$ cat src/rtl/pipe_execute_stage.sv
// Execute stage: E pipeline register, ALU with operand muxing, condition-code
// register and the cmovXX/jXX condition evaluator.
module pipe_execute_stage #(
  parameter int WIDTH   = 64,
  parameter bit EXT_ALU = 1'b0
) (
  input  logic             clk,
  input  logic             reset,
  input  logic             E_stall,
  input  logic             E_bubble,
  input  logic [2:0]       d_stat,
  input  logic [3:0]       d_icode,
  input  logic [3:0]       d_ifun,
  input  logic [WIDTH-1:0] d_valC,
  input  logic [WIDTH-1:0] d_valA,
  input  logic [WIDTH-1:0] d_valB,
  input  logic [3:0]       d_dstE,
  input  logic [3:0]       d_dstM,
  input  logic [2:0]       m_stat,
  input  logic [2:0]       W_stat,
  output logic [2:0]       e_stat,
  output logic [3:0]       e_icode,
  output logic             e_Cnd,
  output logic [WIDTH-1:0] e_valE,
  output logic [WIDTH-1:0] e_valA,
  output logic [3:0]       e_dstE,
  output logic [3:0]       e_dstM,
  output logic [2:0]       cc
);

  localparam logic [3:0] I_NOP    = 4'h1;
  localparam logic [3:0] I_RRMOVQ = 4'h2;
  localparam logic [3:0] I_IRMOVQ = 4'h3;
  localparam logic [3:0] I_RMMOVQ = 4'h4;
  localparam logic [3:0] I_MRMOVQ = 4'h5;
  localparam logic [3:0] I_OPQ    = 4'h6;
  localparam logic [3:0] I_JXX    = 4'h7;
  localparam logic [3:0] I_CALL   = 4'h8;
  localparam logic [3:0] I_RET    = 4'h9;
  localparam logic [3:0] I_PUSHQ  = 4'hA;
  localparam logic [3:0] I_POPQ   = 4'hB;
  localparam logic [3:0] REG_NONE = 4'hF;
  localparam logic [2:0] STAT_AOK = 3'd1;
  localparam logic [WIDTH-1:0] EIGHT = WIDTH'(8);

  logic [2:0]       ex_stat;
  logic [3:0]       ex_icode;
  logic [3:0]       ex_ifun;
  logic [WIDTH-1:0] ex_valC;
  logic [WIDTH-1:0] ex_valA;
  logic [WIDTH-1:0] ex_valB;
  logic [3:0]       ex_dstE;
  logic [3:0]       ex_dstM;
  logic [2:0]       cc_q;

  always_ff @(posedge clk) begin
    if (reset || E_bubble) begin
      ex_stat  <= STAT_AOK;
      ex_icode <= I_NOP;
      ex_ifun  <= '0;
      ex_valC  <= '0;
      ex_valA  <= '0;
      ex_valB  <= '0;
      ex_dstE  <= REG_NONE;
      ex_dstM  <= REG_NONE;
    end else if (!E_stall) begin
      ex_stat  <= d_stat;
      ex_icode <= d_icode;
      ex_ifun  <= d_ifun;
      ex_valC  <= d_valC;
      ex_valA  <= d_valA;
      ex_valB  <= d_valB;
      ex_dstE  <= d_dstE;
      ex_dstM  <= d_dstM;
    end
  end

  logic [WIDTH-1:0] alu_a;
  logic [WIDTH-1:0] alu_b;
  logic [3:0]       alu_fun;
  logic [WIDTH-1:0] alu_res;
  logic             is_add;
  logic             is_sub;

  always_comb begin
    alu_a = '0;
    alu_b = '0;
    case (ex_icode)
      I_RRMOVQ, I_OPQ:            alu_a = ex_valA;
      I_IRMOVQ, I_RMMOVQ, I_MRMOVQ: alu_a = ex_valC;
      I_CALL, I_PUSHQ:            alu_a = -EIGHT;
      I_RET, I_POPQ:              alu_a = EIGHT;
      default:                    alu_a = '0;
    endcase
    case (ex_icode)
      I_RMMOVQ, I_MRMOVQ, I_OPQ, I_CALL, I_RET, I_PUSHQ, I_POPQ: alu_b = ex_valB;
      default: alu_b = '0;
    endcase
  end

  assign alu_fun = (ex_icode == I_OPQ) ? ex_ifun : 4'd0;

  always_comb begin
    alu_res = alu_b + alu_a;
    is_add  = 1'b0;
    is_sub  = 1'b0;
    case (alu_fun)
      4'd1: begin
        alu_res = alu_b - alu_a;
        is_sub  = 1'b1;
      end
      4'd2: alu_res = alu_b & alu_a;
      4'd3: alu_res = alu_b ^ alu_a;
      // Without the extension, ifun 4 falls back to add like any other undefined op.
      4'd4: begin
        if (EXT_ALU) begin
          alu_res = alu_b << alu_a[5:0];
        end else begin
          is_add = 1'b1;
        end
      end
      default: is_add = 1'b1;
    endcase
  end

  logic new_zf;
  logic new_sf;
  logic new_of;
  logic set_cc;

  assign new_zf = (alu_res == '0);
  assign new_sf = alu_res[WIDTH-1];
  assign new_of = (is_add && (alu_a[WIDTH-1] == alu_b[WIDTH-1]) && (alu_res[WIDTH-1] != alu_a[WIDTH-1]))
               || (is_sub && (alu_a[WIDTH-1] != alu_b[WIDTH-1]) && (alu_res[WIDTH-1] != alu_b[WIDTH-1]));

  // Flags are only committed when no older or current instruction has faulted.
  assign set_cc = (ex_icode == I_OPQ) && (ex_stat == STAT_AOK)
               && (m_stat == STAT_AOK) && (W_stat == STAT_AOK);

  always_ff @(posedge clk) begin
    if (reset) begin
      cc_q <= 3'b100;
    end else if (set_cc) begin
      cc_q <= {new_zf, new_sf, new_of};
    end
  end

  logic zf;
  logic sf;
  logic of;
  logic cond;

  assign {zf, sf, of} = cc_q;

  always_comb begin
    cond = 1'b0;
    case (ex_ifun)
      4'd0:    cond = 1'b1;
      4'd1:    cond = (sf ^ of) | zf;
      4'd2:    cond = sf ^ of;
      4'd3:    cond = zf;
      4'd4:    cond = ~zf;
      4'd5:    cond = ~(sf ^ of);
      4'd6:    cond = ~(sf ^ of) & ~zf;
      default: cond = 1'b0;
    endcase
  end

  assign e_Cnd   = ((ex_icode == I_RRMOVQ) || (ex_icode == I_JXX)) && cond;
  assign e_dstE  = ((ex_icode == I_RRMOVQ) && !e_Cnd) ? REG_NONE : ex_dstE;
  assign e_stat  = ex_stat;
  assign e_icode = ex_icode;
  assign e_valE  = alu_res;
  assign e_valA  = ex_valA;
  assign e_dstM  = ex_dstM;
  assign cc      = cc_q;

endmodule

$ cat config.mk
export PLATFORM = sky130hd
export DESIGN_NAME = pipe_execute_stage
export DESIGN_NICKNAME = d
export VERILOG_FILES = /design/src/rtl/pipe_execute_stage.sv
export SDC_FILE = /design/constraint.sdc
export NUM_CORES = 1
export LEC_CHECK = 0
export CORE_MARGIN = 3
export CORE_UTILIZATION = 59
export DETAILED_ROUTE_END_ITERATION = 16
export DONT_BUFFER_PORTS = 1
export PLACE_DENSITY = 0.8
export SLEW_MARGIN = 40
export SYNTH_ARGS = -nofsm -noshare
export SYNTH_HDL_FRONTEND = slang
export SYNTH_SLANG_ARGS = --single-unit
$ cat constraint.sdc
create_clock -name clk -period 7.7 [get_ports clk]
set_input_delay 1.54 -clock clk [delete_from_list [all_inputs] [get_ports clk]]
set_output_delay 1.54 -clock clk [all_outputs]
set_load 0.02 [all_outputs]
# Word level (Yosys, flattened, before mapping)
# Cells that the tools add are included.
[classes]
add_sub_neg = 2
n_reduce_logical = 21
eq_ne = 26
bitwise = 7
n_mux = 8
[ops]
columns = ["operator", "n"]
rows = [
  ["64-bit one-hot mux with 4 select lines", 1],
  ["64-bit one-hot mux with 3 select lines", 1],
  ["64-bit adder", 1],
  ["64-bit AND", 1],
  ["64-bit logical NOT", 1],
  ["64-bit two-way mux", 1],
  ["64-bit subtractor", 1],
  ["64-bit XOR", 1],
  ["4-bit by 3-bit == test with 1-bit output, second input constant", 7],
  ["4-bit by 2-bit == test with 1-bit output, second input constant", 6],
  ["4-bit == test, second input constant", 4],
  ["3-bit by 1-bit == test with 1-bit output, second input constant", 3],
  ["1-bit logical AND", 9],
  ["4-bit by 1-bit == test with 1-bit output, second input constant", 2],
  ["4-bit two-way mux", 2],
  ["1-bit one-hot mux with 7 select lines", 1],
  ["7-bit OR reduction", 1],
  ["2-bit OR reduction", 3],
  ["3-bit OR reduction", 2],
  ["4-bit logical NOT", 1],
  ["1-bit logical OR", 3],
  ["1-bit != test", 3],
  ["1-bit two-way mux", 2],
  ["1-bit inverter", 2],
  ["other kinds (5)", 5],
]
[word_totals]
wordCells = 73
input_bits = 221
regBits = 214

# Depth between registers and ports, before layout
[logic_depth]
ltp_word = 8
ltp_mapped = 31

# Worst setup path after synthesis
# OpenSTA, ideal clock, no wires.
[synth_path]
kind = "register to output"
start = "register ex_ifun[0]"
end = "output port e_valE[56]"
t_arrival_ns = 6.287
stages_incl_launch_ff = 23
slack_ns = -0.127
n_path_buf = 7
cell_sequence = "dfxtp_1 clkbuf_1 buf_2 buf_1 clkbuf_1 buf_2 buf_1 or3b_2 clkbuf_1 a21o_1 fa_1 nand2b_1 a211oi_1 o2111a_1 o21ai_1 a21oi_1 a31oi_1 o31a_1 o21ai_0 a31oi_1 o21ai_0 xnor2_1 o21ai_0"
[synth_via]
elab_chain_len = 3
word_cells_on_any_way = 5
cone_classes = "eq/ne (3); mux (2)"
[synth_rtl]
columns = ["item", "line_no", "text"]
rows = [
  ["start, declared", "48", "logic [3:0] ex_ifun;"],
  ["start signal, assigned", "69", "ex_ifun <= d_ifun;"],
  ["4-bit two-way mux (*)", "101", "assign alu_fun = (ex_icode == I_OPQ) ? ex_ifun : 4'd0;"],
  ["4-bit by 2-bit == test with 1-bit output or 4-bit by 1-bit == test with 1-bit output (tied branches)", "107", "case (alu_fun)"],
  ["64-bit one-hot mux with 3 select lines (*)", "107", ""],
  ["end, declared", "24", "output logic [WIDTH-1:0] e_valE,"],
]
# Every way passes the cells marked *; elsewhere a longest branch is shown, timed or not.

# Worst setup path after layout
[layout_path]
start = "register ex_icode[2], in the netlist e_icode[2]"
end = "output port e_valE[57]"
[layout_via]
elab_chain_len = 5
word_cells_on_any_way = 25
cone_classes = "add/sub (2); eq/ne (12); mux (4); bitwise (2); reduce/logical (5)"
[layout_rtl]
columns = ["item", "line_no", "text"]
rows = [
  ["start, declared", "47", "logic [3:0] ex_icode;"],
  ["start signal, assigned", "68", "ex_icode <= d_icode;"],
  ["4-bit by 3-bit == test with 1-bit output, or another cell as far along", "88, 95", ""],
  ["3-bit OR reduction, or another cell as far along", "88", "case (ex_icode)"],
  ["64-bit one-hot mux with 4 select lines or 64-bit two-way mux (tied branches)", "88, 95", ""],
  ["64-bit adder, or another cell as far along", "104", "alu_res = alu_b + alu_a;"],
  ["64-bit one-hot mux with 3 select lines (*)", "107", ""],
]
# Marked as above.

==> impl_metrics.json <==
{
  "dieArea_sq_um": 31330,
  "fin_skew_ns": 0.02509,
  "worst_pin_slew_ns": 0.9148,
  "cp_data_arrival_time_ns": 6.05,
  "max_cap_violations": 0,
  "syn_inst": 2169,
  "grt_pass1_vias": 16190,
  "grt_overflow": 0,
  "die_x_um": 177.0,
  "cts_inserted_buffers": 23,
  "slew_headroom_pct": 38.16,
  "setup_violations": 0,
  "clkLatencyLatePin_ns": 0.55,
  "synth_top_area_cell": "dfxtp_1",
  "seq_area_frac_synth_pct": 24.83,
  "critical_path.max_fanout": 17,
  "rsz0062_at_grt": "yes",
  "synth_most_common_cell": "nor2_1",
  "yosys-top-cells-area": "dfxtp_1 25%, mux2i_1 15%, ha_1 9.1%",
  "antenna_found_initial": 2,
  "wl_um": 64660,
  "dr.first_iter.drc_count": 1907,
  "worstSetupEndpointType": "output port",
  "ir_drop_mv": 0.2474,
  "drc": 0,
  "start_kind": "flip-flop",
  "hold_path_depth": 2,
  "layout-area-overhead-vs-synth_pct": 14.70,
  "power_uw": 3784,
  "die_h_um": 177.0,
  "synthDistinctLibCells": 92,
  "worstHoldPathType": "reg -> reg",
  "std_cell_rows": 61,
  "core_sq_um": 28320,
  "fin_nets": 2594,
  "timing.fmax_mhz": 131.7,
  "cts_max_level": 1,
  "hold_ws_ns": 0.4778,
  "grt_pass1_wl_um": 95710,
  "synth_seq_cells": 214,
  "cts.clk_slew.worst_paths_ns": 0.06,
  "grtUsageTotal_pct": 38.93,
  "gp_congestion": 1.021,
  "root_buffer": "clkbuf_16",
  "fin_util_pct": 69.89,
  "min_period_over_period_pct": 98.58,
  "dp_slack_ns": -0.08536,
  "grt_start_max_net_pins": 212,
  "dp_hpwl_um": 50940,
  "clock_sinks": 214,
  "ioPinCount": 368,
  "synth_ff_type": "dfxtp_1",
  "routedWlPerCell_um": 24.48,
  "leakage_uw": 0.009163,
  "cts_tree": "built",
  "synth_top_cell_area_share_pct": 24.83,
  "outcome": "finished clean",
  "async_flop_share_pct": 0,
  "slew_violations": 0,
  "cts-hold-fix-buffers": 0,
  "hold_viol": 0,
  "avgSynthCellArea_sq_um": 7.955,
  "start_util_pct": 60.93,
  "ant_nets": 0,
  "setup_ws_ns": 0.1096,
  "p_per_area_nw_per_um2": 191.2,
  "cp.required_ns": 6.16,
  "synth_common_cells": "313 x nor2_1, 257 x mux2i_1, 214 x dfxtp_1",
  "firstDrtPassIters": 6,
  "netlist_area_sq_um": 17250,
  "synth_edf_count": 0,
  "critical_path_class": "reg -> out",
  "yosys_warnings": 0,
  "rr_worst_depth": 27,
  "fillerInstances": 2323,
  "portBuffers": 0,
  "dr_total_vias": 17270,
  "layout-drive-gt1-share_pct": 15.21,
  "clock_path_buffers": 3,
  "viasPerCell": 6.540,
  "period_needed_ns": 7.590,
  "syn_nets": 2516
}
-- report_power, final --
group | leakage [uW] | switching, uW | internal [uW]
sequential | 0.00175 | 50.6 | 1140
combinational | 0.00708 | 935 | 612
clock | 0.000337 | 470 | 573
-- sequential cells by signal, summed over array words and instances, names as in the netlist --
name	flops
ex_dstE	4
ex_valB	64
ex_valC	64
ex_ifun	4
cc	3
e_icode	4
e_dstM	4
e_stat	3
e_valA	64
-- timing repair --
item,in CTS,in global routing
resized for setup,29,71
buffers inserted,1,8
pin swaps,7,19
gates cloned,0,0
setup endpoints to repair,15,23
-- area by class of cell --
cell class / instances / area, sq um / share of cell area (%)
inverters: 43 / 161.4 / 0.8156
clock buffers: 33 / 633.1 / 3.199
clock inverters: 6 / 48.80 / 0.2466
multi-input cells: 1763 / 12600 / 63.67
well taps: 378 / 473.0 / 2.390
diodes: 2 / 5.005 / 0.02529
flip-flops and latches: 214 / 4300 / 21.73
repair buffers: 202 / 1568 / 7.922
-- final timing paths --
path	startpoint	endpoint	slack [ns]
hold reg to reg	ex_dstE[3]$_SDFFE_PP1N_	ex_dstE[3]$_SDFFE_PP1N_	0.48
setup reg to reg	e_icode[3]$_SDFFE_PP0N_	cc[2]$_SDFFE_PP1P_	0.43
setup / recovery	e_icode[2]$_SDFFE_PP0N_	e_valE[57]	0.11
hold / removal	ex_dstE[3]$_SDFFE_PP1N_	ex_dstE[3]$_SDFFE_PP1N_	0.48
-- worst max-delay path: stages (launching register included) --
cell      delay (ns)
dfxtp_4         0.37
buf_6           0.15
nor2b_1         0.12
buf_4           0.20
a22oi_2         0.23
o221ai_2        0.16
nor4_4          0.33
nand3_2         0.14
or4b_4          0.55
buf_4           0.17
nor4_4          0.17
a21oi_1         0.13
xnor2_1         0.20
ha_1            0.29
buf_4           0.18
nand2_1         0.09
buf_4           0.13
nor2_1          0.04
a221oi_1        0.26
o21ai_0         0.17
a21oi_2         0.22
o31ai_2         0.11
nand3_1         0.13
o21ai_2         0.09
a41oi_1         0.26
xor2_1          0.29
o21ai_0         0.14
buf_4           0.19
-- per-layer routing --
layer,vias up,track usage [%],routed length [um]
met5,-,0,0
met4,0,12.44,2483
met3,147,9.138,6747
met2,1003,61.35,28390
met1,8134,52.75,27030
li1,7987,-,-
-- stage by stage --
step,instances,setup TNS [ns],instance area (sq um)
6_report,2641,0,19790
5_1_grt,2641,-0.2416,19790
4_1_cts,2631,-0.04088,19440
3_5_place_dp,2591,-0.08536,18630
3_3_place_gp,2591,0,18620
2_1_floorplan,2169,0,17250
-- kinds of logic after synthesis --
kind of cell               share of synthesized area, %
DFF                                               24.83
and+or+nand+nor                                   21.80
muxes                                             15.77
buffers and inverters                             4.496
xor gates and xnor gates                          5.925
AOI/OAI and AO/OA                                 18.00
adders and majority gates                         9.181
-- cells in the final DEF, fill, tap and decap left out, types with 10 or more instances in the layout --
cell and count:
nor4_1 17, ha_1 123, nor2b_1 24, mux2_2 12, a21oi_2 12, nor2_1 311, xnor2_1 67, xor2_1 47
a21o_1 24, buf_4 193, dfxtp_1 209, o31ai_1 15, and2_1 71, a211oi_1 19, o21ai_0 82, clkbuf_16 23
o211ai_1 14, a221o_1 20, a21oi_1 115, nor3_1 15, nand4_1 25, mux2i_1 256, and3_1 20, inv_1 43
or3_1 11, nor4bb_1 10, o21ai_1 20, nand2_1 166, nand2b_1 15, nand3_1 30, a31oi_1 19
Note: power is estimated with default switching activity, not from simulation.
